<file path="src/rtl/adsr_pkg.sv">
// rtl/adsr_pkg.sv - shared state encodings for the polyphonic ADSR envelope generator
package adsr_pkg;

   localparam int STW = 3;

   typedef enum logic [STW-1:0] {
      ST_IDLE    = 3'd0,
      ST_ATTACK  = 3'd1,
      ST_DECAY   = 3'd2,
      ST_SUSTAIN = 3'd3,
      ST_RELEASE = 3'd4
   } adsr_state_t;

   // Codes 5..7 never get written, but a corrupted register must still fall back to IDLE.
   function automatic adsr_state_t decode_state(input logic [STW-1:0] code);
      return (code > 3'd4) ? ST_IDLE : adsr_state_t'(code);
   endfunction

endpackage

</file>
<file path="src/rtl/adsr_step.sv">
// rtl/adsr_step.sv - combinational next-level/next-state step for one voice update
module adsr_step
   import adsr_pkg::*;
#(
   parameter int WIDTH  = 32,
   parameter int RETRIG = 0
) (
   input  logic             gate,
   input  logic             gate_q,
   input  logic [WIDTH-1:0] level,
   input  logic [STW-1:0]   state,
   input  logic [WIDTH-1:0] a,
   input  logic [WIDTH-1:0] d,
   input  logic [WIDTH-1:0] s,
   input  logic [WIDTH-1:0] r,
   output logic [WIDTH-1:0] next_level,
   output logic [STW-1:0]   next_state
);

   localparam logic [WIDTH-1:0] MAX = '1;

   adsr_state_t      st;
   logic [WIDTH-1:0] lv;
   logic [WIDTH:0]   diff;
   logic             active;

   always_comb begin
      st     = decode_state(state);
      lv     = level;
      diff   = '0;
      active = (st == ST_ATTACK) || (st == ST_DECAY) || (st == ST_SUSTAIN);

      // Gate handling picks the state whose rate step is applied below.
      if (!gate && active) begin
         st = ST_RELEASE;
      end else if (gate && (!active || !gate_q)) begin
         st = ST_ATTACK;
         if (RETRIG != 0) lv = '0;
      end

      case (st)
         ST_ATTACK: begin
            if ((a == '0) || (lv >= MAX - a)) begin
               lv = MAX;
               st = ST_DECAY;
            end else begin
               lv = lv + a;
            end
         end
         ST_DECAY: begin
            // One extra bit keeps level-D signed so it cannot wrap below zero.
            diff = {1'b0, lv} - {1'b0, d};
            if ((d == '0) || ($signed(diff) <= $signed({1'b0, s}))) begin
               lv = s;
               st = ST_SUSTAIN;
            end else begin
               lv = lv - d;
            end
         end
         ST_SUSTAIN: lv = s;
         ST_RELEASE: begin
            if ((r == '0) || (lv <= r)) begin
               lv = '0;
               st = ST_IDLE;
            end else begin
               lv = lv - r;
            end
         end
         default: begin
            lv = '0;
            st = ST_IDLE;
         end
      endcase

      next_level = lv;
      next_state = st;
   end

endmodule

</file>
<file path="src/rtl/adsr_poly.sv">
// rtl/adsr_poly.sv - time-multiplexed NCH-voice ADSR envelope generator with shared controls
module adsr_poly
   import adsr_pkg::*;
#(
   parameter  int WIDTH  = 32,
   parameter  int NCH    = 8,
   parameter  int RETRIG = 0,
   localparam int CW     = (NCH > 1) ? $clog2(NCH) : 1
) (
   input  logic               clk,
   input  logic               rst_n,
   input  logic               en,
   input  logic [NCH-1:0]     GATE,
   input  logic [WIDTH-1:0]   A,
   input  logic [WIDTH-1:0]   D,
   input  logic [WIDTH-1:0]   S,
   input  logic [WIDTH-1:0]   R,
   output logic [NCH*WIDTH-1:0] sout,
   output logic [3*NCH-1:0]   state,
   output logic [CW-1:0]      slot
);

   logic [WIDTH-1:0] level_r [NCH];
   logic [STW-1:0]   state_r [NCH];
   logic [NCH-1:0]   gate_q_r;

   logic [WIDTH-1:0] nxt_level;
   logic [STW-1:0]   nxt_state;

   adsr_step #(
      .WIDTH  (WIDTH),
      .RETRIG (RETRIG)
   ) u_step (
      .gate       (GATE[slot]),
      .gate_q     (gate_q_r[slot]),
      .level      (level_r[slot]),
      .state      (state_r[slot]),
      .a          (A),
      .d          (D),
      .s          (S),
      .r          (R),
      .next_level (nxt_level),
      .next_state (nxt_state)
   );

   // Only the voice addressed by slot is written; every other voice holds.
   always_ff @(posedge clk or negedge rst_n) begin
      if (!rst_n) begin
         for (int i = 0; i < NCH; i++) begin
            level_r[i] <= '0;
            state_r[i] <= ST_IDLE;
         end
         gate_q_r <= '0;
         slot     <= '0;
      end else if (en) begin
         level_r[slot]  <= nxt_level;
         state_r[slot]  <= nxt_state;
         gate_q_r[slot] <= GATE[slot];
         slot           <= (slot == CW'(NCH - 1)) ? '0 : slot + CW'(1);
      end
   end

   for (genvar i = 0; i < NCH; i++) begin : g_out
      assign sout[i*WIDTH +: WIDTH] = level_r[i];
      assign state[i*STW +: STW]    = state_r[i];
   end

endmodule

</file>
<file path="config.mk">
export PLATFORM = sky130hd
export DESIGN_NAME = adsr_poly
export DESIGN_NICKNAME = d
export VERILOG_FILES = /design/src/rtl/adsr_pkg.sv /design/src/rtl/adsr_step.sv /design/src/rtl/adsr_poly.sv
export SDC_FILE = /design/constraint.sdc
export NUM_CORES = 1
export LEC_CHECK = 0
export ABC_AREA = 1
export CORE_MARGIN = 2
export CORE_UTILIZATION = 35
export DETAILED_ROUTE_END_ITERATION = 8
export MAX_ROUTING_LAYER = met4
export PLACE_DENSITY_LB_ADDON = 0.08
export SLEW_MARGIN = 25
export SYNTH_ARGS = -nofsm -noshare
export SYNTH_HDL_FRONTEND = slang
export SYNTH_SLANG_ARGS = --single-unit
</file>
<file path="constraint.sdc">
create_clock -name clk -period 7.03 [get_ports clk]
set_clock_uncertainty 0.15 [all_clocks]
set_input_delay 1.406 -clock clk [delete_from_list [all_inputs] [get_ports clk]]
set_output_delay 1.406 -clock clk [all_outputs]
set_load 0.005 [all_outputs]
</file>
; Word-level counts from Yosys, hierarchy flattened
; Index checks and enable logic that the tools add are counted.
[totals]
ff_bits = 291
in_bits = 139
wordCells = 88
[classes]
n_addsub = 6
magnitude_cmp = 8
n_eq_ne = 8
mux = 31
bitwise_logic = 1
n_reduce_logical = 16
[ops]
columns = operator, n
row1 = bitwise mux 256 bit, 1
row2 = two-way mux 32 bit, 6
row3 = case mux 32 bit (4 select lines), 1
row4 = binary-select mux 32 bit (select 3 bit), 1
row5 = demux 32 bit (select 3 bit), 1
row6 = zero test 32 bit, 3
row7 = subtractor 32 bit, 2
row8 = <= comparator 33 bit, 1
row9 = subtractor 32 x 32 -> 33 bit, 1
row10 = adder 32 bit, 1
row11 = >= comparator 32 bit, 1
row12 = <= comparator 32 bit, 1
row13 = "subtractor 32 bit, first input constant", 1
row14 = two-way mux 3 bit, 10
row15 = bitwise mux 24 bit, 1
row16 = "equality test 3 x 2 -> 1 bit, second input constant", 4
row17 = case mux 3 bit (4 select lines), 1
row18 = binary-select mux 3 bit (select 3 bit), 1
row19 = demux 3 bit (select 3 bit), 1
row20 = bitwise mux 8 bit, 1
row21 = binary-select mux 1 bit (select 3 bit), 2
row22 = "equality test 3 x 1 -> 1 bit, second input constant", 2
row23 = "equality test 3 bit, second input constant", 2
row24 = logical OR 1 bit, 6
row25 = 11 further kinds, 18

; Depth between registers and ports, before layout
[logic_depth]
ltp_word = 17
ltp_mapped = 41

; By module
; Synthesis repeated with hierarchy kept, for this count alone.
[hier_totals]
cells_unflattened = 3113
hier_area_um2 = 21232.9
[modules_own_cells]
columns = mod, instances, cells_per_inst, area_per_inst_um2, seq_area_each_um2
row1 = adsr_poly, 1, 1668, 13285.2, 7282.0
row2 = adsr_step, 1, 1445, 7947.6, 0.0

; Worst setup path after synthesis
; No wires, ideal clock.
[synth_timing]
path_type = register -> register
start = register slot[0]
end = register level_r, in the netlist sout[190]
setup_ps = 117
t_arrival_ps = 4962
t_required_ps = 6763
slack_ps = 1801
stages_incl_launch_ff = 34
n_path_buf = 4
cell_sequence = dfrtp_1 > buf_6 > buf_6 > buf_6 > or2_2 > o211ai_1 > inv_1 > nor4_1 > inv_1 > fa_1 > nand3_1 > nand2_1 > a21oi_2 > o21ai_0 > a21oi_1 > o21ai_0 > xor2_1 > ha_1 > nand2_1 > nor3_1 > nand2_1 > nand2_1 > nand2_1 > nand2_1 > nand2_1 > nand2_1 > nand2_1 > nand2_1 > clkbuf_1 > nand3_1 > nand3_1 > nand3_2 > nand2_1 > nand2_1
[synth_via]
elab_chain_len = 17
elab_cells_between_ends = 50
cone_classes = 4 x add/sub / 6 x order compare / 7 x eq/ne / 20 x mux / 1 x bitwise / 12 x reduce/logical
[synth_lines]
columns = item, line
row1 = "start, declared", adsr_poly.sv:20  ; output logic [CW-1:0] slot
row2 = "start signal, assigned", adsr_poly.sv:59  ; slot <= (slot == CW'(NCH - 1)) ? '0 : slot + CW'(1);
row3 = branches (longest 16 deep; another with subtractor 32 x 32 -> 33 bit), --
row4 = bitwise mux 256 bit *, adsr_poly.sv:56  ; level_r[slot] <= nxt_level;
row5 = "end signal, assigned by index", adsr_poly.sv:56
row6 = "end, declared", adsr_poly.sv:23  ; logic [WIDTH-1:0] level_r [NCH];
; Mark *: on every way between the ends. The select of a mux whose other input is x is not followed.
; A chain may end at the register's enable or synchronous reset.

; Final worst setup path
[layout_timing]
start = register slot[2]
end = register level_r, in the netlist sout[189]
; The elaborated chain is that of the path after synthesis.

==> results.json <==
{
  "clk_pin_slew_ps": 70,
  "drv_slew": 0,
  "status": "finished clean",
  "setup_viol": 0,
  "dr_wl_met3_um": 7440,
  "relSlewSlack": 0.230,
  "antenna_found_initial": 0,
  "synthArstFlopShare": 1.00,
  "final.min_clock_period_ps": 6560,
  "power.density_nw_per_um2": 661,
  "synth_nets": 3447,
  "start_util": 0.355,
  "fin_util": 0.463,
  "cp_common_cell": "nand2_1",
  "grt_pass1_vias": 23482,
  "drt-initial-drc-count": 2589,
  "via_per_inst": 5.40,
  "p_int_w": 0.00819,
  "clock-root-buffer": "clkbuf_16",
  "cts_tree": "yes",
  "cts_setup_buffers": 0,
  "cp.required_ps": 7330,
  "power_leakage_nw": 14.1,
  "start_kind": "flop",
  "min_path_type": "reg -> reg",
  "core_area_um2": 60500,
  "drive_above_1_share": 0.0712,
  "cts-buffers-inserted": 31,
  "path_buf_inv": 8,
  "crit_family": "simple AND/OR/NAND/NOR gates",
  "syn_avg_cell_area_um2": 6.77,
  "synth-edff-count": 0,
  "post_drt_wl_per_cell_um": 24.1,
  "routed_wirelength_um": 106000,
  "rsz0062_at_grt": "false",
  "grt_pass1_wl_um": 153000,
  "synthesis.area_um2": 21500,
  "area_growth_pct": 30.4,
  "p_seq_frac": 0.166,
  "reg2reg_depth": 34,
  "tightestPinTransition_ps": 1150,
  "h-tree-depth": 1,
  "comb_power_share": 0.739,
  "cts_sinks": 291,
  "ys_seq_elements": 291,
  "dr_wl_met2_um": 50100,
  "min_to": "gate_q_r[7]$_DFFE_PN0P_",
  "grt_max_degree": 117,
  "max_freq_mhz": 152,
  "ys_types": 55,
  "fp.dieH_um": 252,
  "hold_depth": 2,
  "max-cap-violations": 0,
  "period_share": 0.933,
  "vdd_drop_max_uv": 278,
  "n_antenna_cell": 0,
  "nets": 3873,
  "portBuffers": 421,
  "ys_warn_count": 0,
  "max_stage_delay_ps": 600,
  "hpwl_um": 83300,
  "die_w_um": 252,
  "finalSetupTns_ps": 0,
  "grt_usage": 0.336,
  "r2r-start": "slot[2]$_DFFE_PN0P_",
  "synth_flop_cell": "dfrtp_1",
  "vias": 23799,
  "overflow": 0,
  "fp-row-count": 90,
  "crit_type": "reg -> reg",
  "hold_viol": 0,
  "reg2reg_slack_ps": 470,
  "clkLatencyLatePin_ps": 590,
  "wl_met1_um": 44600,
  "ios": 422,
  "ant_nets": 0,
  "postCtsResizedCells": 0,
  "die_area_um2": 63400,
  "critPathMaxFanout": 21,
  "holdWs_ps": 340,
  "drc": 0,
  "p_switching_w": 0.0103,
  "arrival_ps": 6860,
  "dr.pass1.iters": 6,
  "critPathSlowestCell": "nor4_2",
  "holdBufCountCts": 0,
  "swShare": 0.558,
  "gp_congestion": 0.968,
  "hp-start": "gate_q_r[7]$_DFFE_PN0P_",
  "end_kind": "flop",
  "cts_buffer_depth": 3,
  "r2r-end": "sout[189]$_DFFE_PN0P_",
  "top_layer": "met4",
  "postSynthCellCount": 3174,
  "clkPwrFrac": 0.094,
  "seq_area_frac_synth": 0.339
}
cell usage after synthesis (6+ instances only):
cell type,instances,share of area
nand2_1,1198,0.21
nor2_1,347,0.061
dfrtp_1,291,0.34
inv_1,264,0.046
o21ai_0,168,0.039
ha_1,131,0.076
a21oi_1,123,0.029
nand3_1,77,0.018
clkbuf_1,63,0.011
nor3_1,58,0.014
xor2_1,37,0.015
buf_2,34,0.0079
a221oi_1,32,0.013
inv_2,31,0.0054
o221ai_1,31,0.013
nand4_1,30,0.0087
xnor2_1,30,0.012
nor4_1,29,0.0084
nand2_4,21,0.011
o21ai_1,20,0.0047
o21bai_1,16,0.0056
a21o_1,15,0.0052
nand2_2,14,0.0041
a31oi_1,10,0.0029
buf_6,9,0.0047
clkinv_1,8,0.0014
nor3_2,8,0.0037
o211ai_1,8,0.0028
a21boi_0,6,0.0021
buf_4,6,0.0021
nand3b_1,6,0.0021
state kept, by name, summed over array words and instances, names as in the netlist:
name      cells
slot          3
state        24
gate_q_r      8
sout        256
power groups by stage:
stage,registers [W],logic (W),clock network (W)
floorplan,0.00287,0.00780,0
global placement,0.00309,0.0134,0
detailed placement,0.00309,0.0135,0
CTS,0.00307,0.0135,0.00175
global route,0.00315,0.0149,0.00183
finish,0.00308,0.0137,0.00174
worst reg2reg max path: cells and delay by family, from the launching register on:
kind	cells	cell delay, ps
and+or+nand+nor	20	2820
AOI/OAI and AO/OA	4	1230
buffers and inverters	8	1210
adders and majority gates	2	540
DFF	1	490
cell usage in the layout, fill, tap and decap left out, types with 8 or more instances in the layout:
cell	instances
nand2_1	1198
clkdlybuf4s50_1	420
nor2_1	337
dfrtp_1	290
inv_1	264
o21ai_0	168
ha_1	131
a21oi_1	123
buf_4	79
nand3_1	77
nor3_1	58
xor2_1	37
inv_2	33
a221oi_1	32
o221ai_1	31
clkbuf_16	31
xnor2_1	30
nand4_1	30
nor4_1	28
nand2_4	21
o21ai_1	20
o21bai_1	16
a21o_1	15
nand2_2	14
a31oi_1	10
clkinv_2	10
nor2_2	9
o211ai_1	8
nor3_2	8
how the worst max path moves through the flow:
stage	startpoint	endpoint	slack (ps)	cells past startpoint
2_1_floorplan	slot[0]$_DFFE_PN0P_	sout[190]$_DFFE_PN0P_	1800	33
4_1_cts	slot[2]$_DFFE_PN0P_	sout[202]$_DFFE_PN0P_	480	34
5_1_grt	slot[1]$_DFFE_PN0P_	sout[170]$_DFFE_PN0P_	40	35
3_3_place_gp	slot[2]$_DFFE_PN0P_	sout[234]$_DFFE_PN0P_	520	34
6_report	slot[2]$_DFFE_PN0P_	sout[189]$_DFFE_PN0P_	470	34
3_5_place_dp	slot[2]$_DFFE_PN0P_	sout[202]$_DFFE_PN0P_	490	34
per-stage QoR:
stage | total power [W] | cell area [um2] | setup slack (ps) | std cells
floorplan | 0.0107 | 21500 | 1800 | 3174
global placement | 0.0165 | 26900 | 522 | 4347
detailed placement | 0.0166 | 26900 | 489 | 4347
CTS | 0.0184 | 28000 | 483 | 4404
global route | 0.0198 | 28000 | 44.1 | 4406
finish | 0.0185 | 28000 | 470 | 4406
layout make-up:
| cell class | instances | area (um2) |
|---|---|---|
| clock buffer | 40 | 870 |
| clock inverter | 17 | 196 |
| fill | 6173 | 32400 |
| inverter | 304 | 1150 |
| multi-input combinational | 2463 | 12500 |
| sequential | 291 | 7290 |
| tap | 782 | 978 |
| timing repair buffer | 509 | 5010 |
cell families (layout without fill, tap and decap cells):
| group | count (synthesis) | in the layout | share of synthesized area |
|---|---|---|---|
| AND/OR/NAND/NOR | 1809 | 1809 | 0.349 |
| AO/OA/AOI/OAI | 453 | 453 | 0.126 |
| buffers and inverters | 420 | 870 | 0.0798 |
| flip-flops | 291 | 291 | 0.339 |
| adder cells (fa/ha/maj) | 134 | 134 | 0.0791 |
| XOR/XNOR | 67 | 67 | 0.0273 |
per-layer routing:
| metal | global-route usage | vias up |
|---|---|---|
| met2 | 0.548 | 1008 |
| met5 | - | - |
| met3 | 0.0435 | 181 |
| li1 | - | 11116 |
| met4 | 0.119 | 0 |
| met1 | 0.427 | 11494 |
No activity file was read; power rests on OpenSTA's default activity.
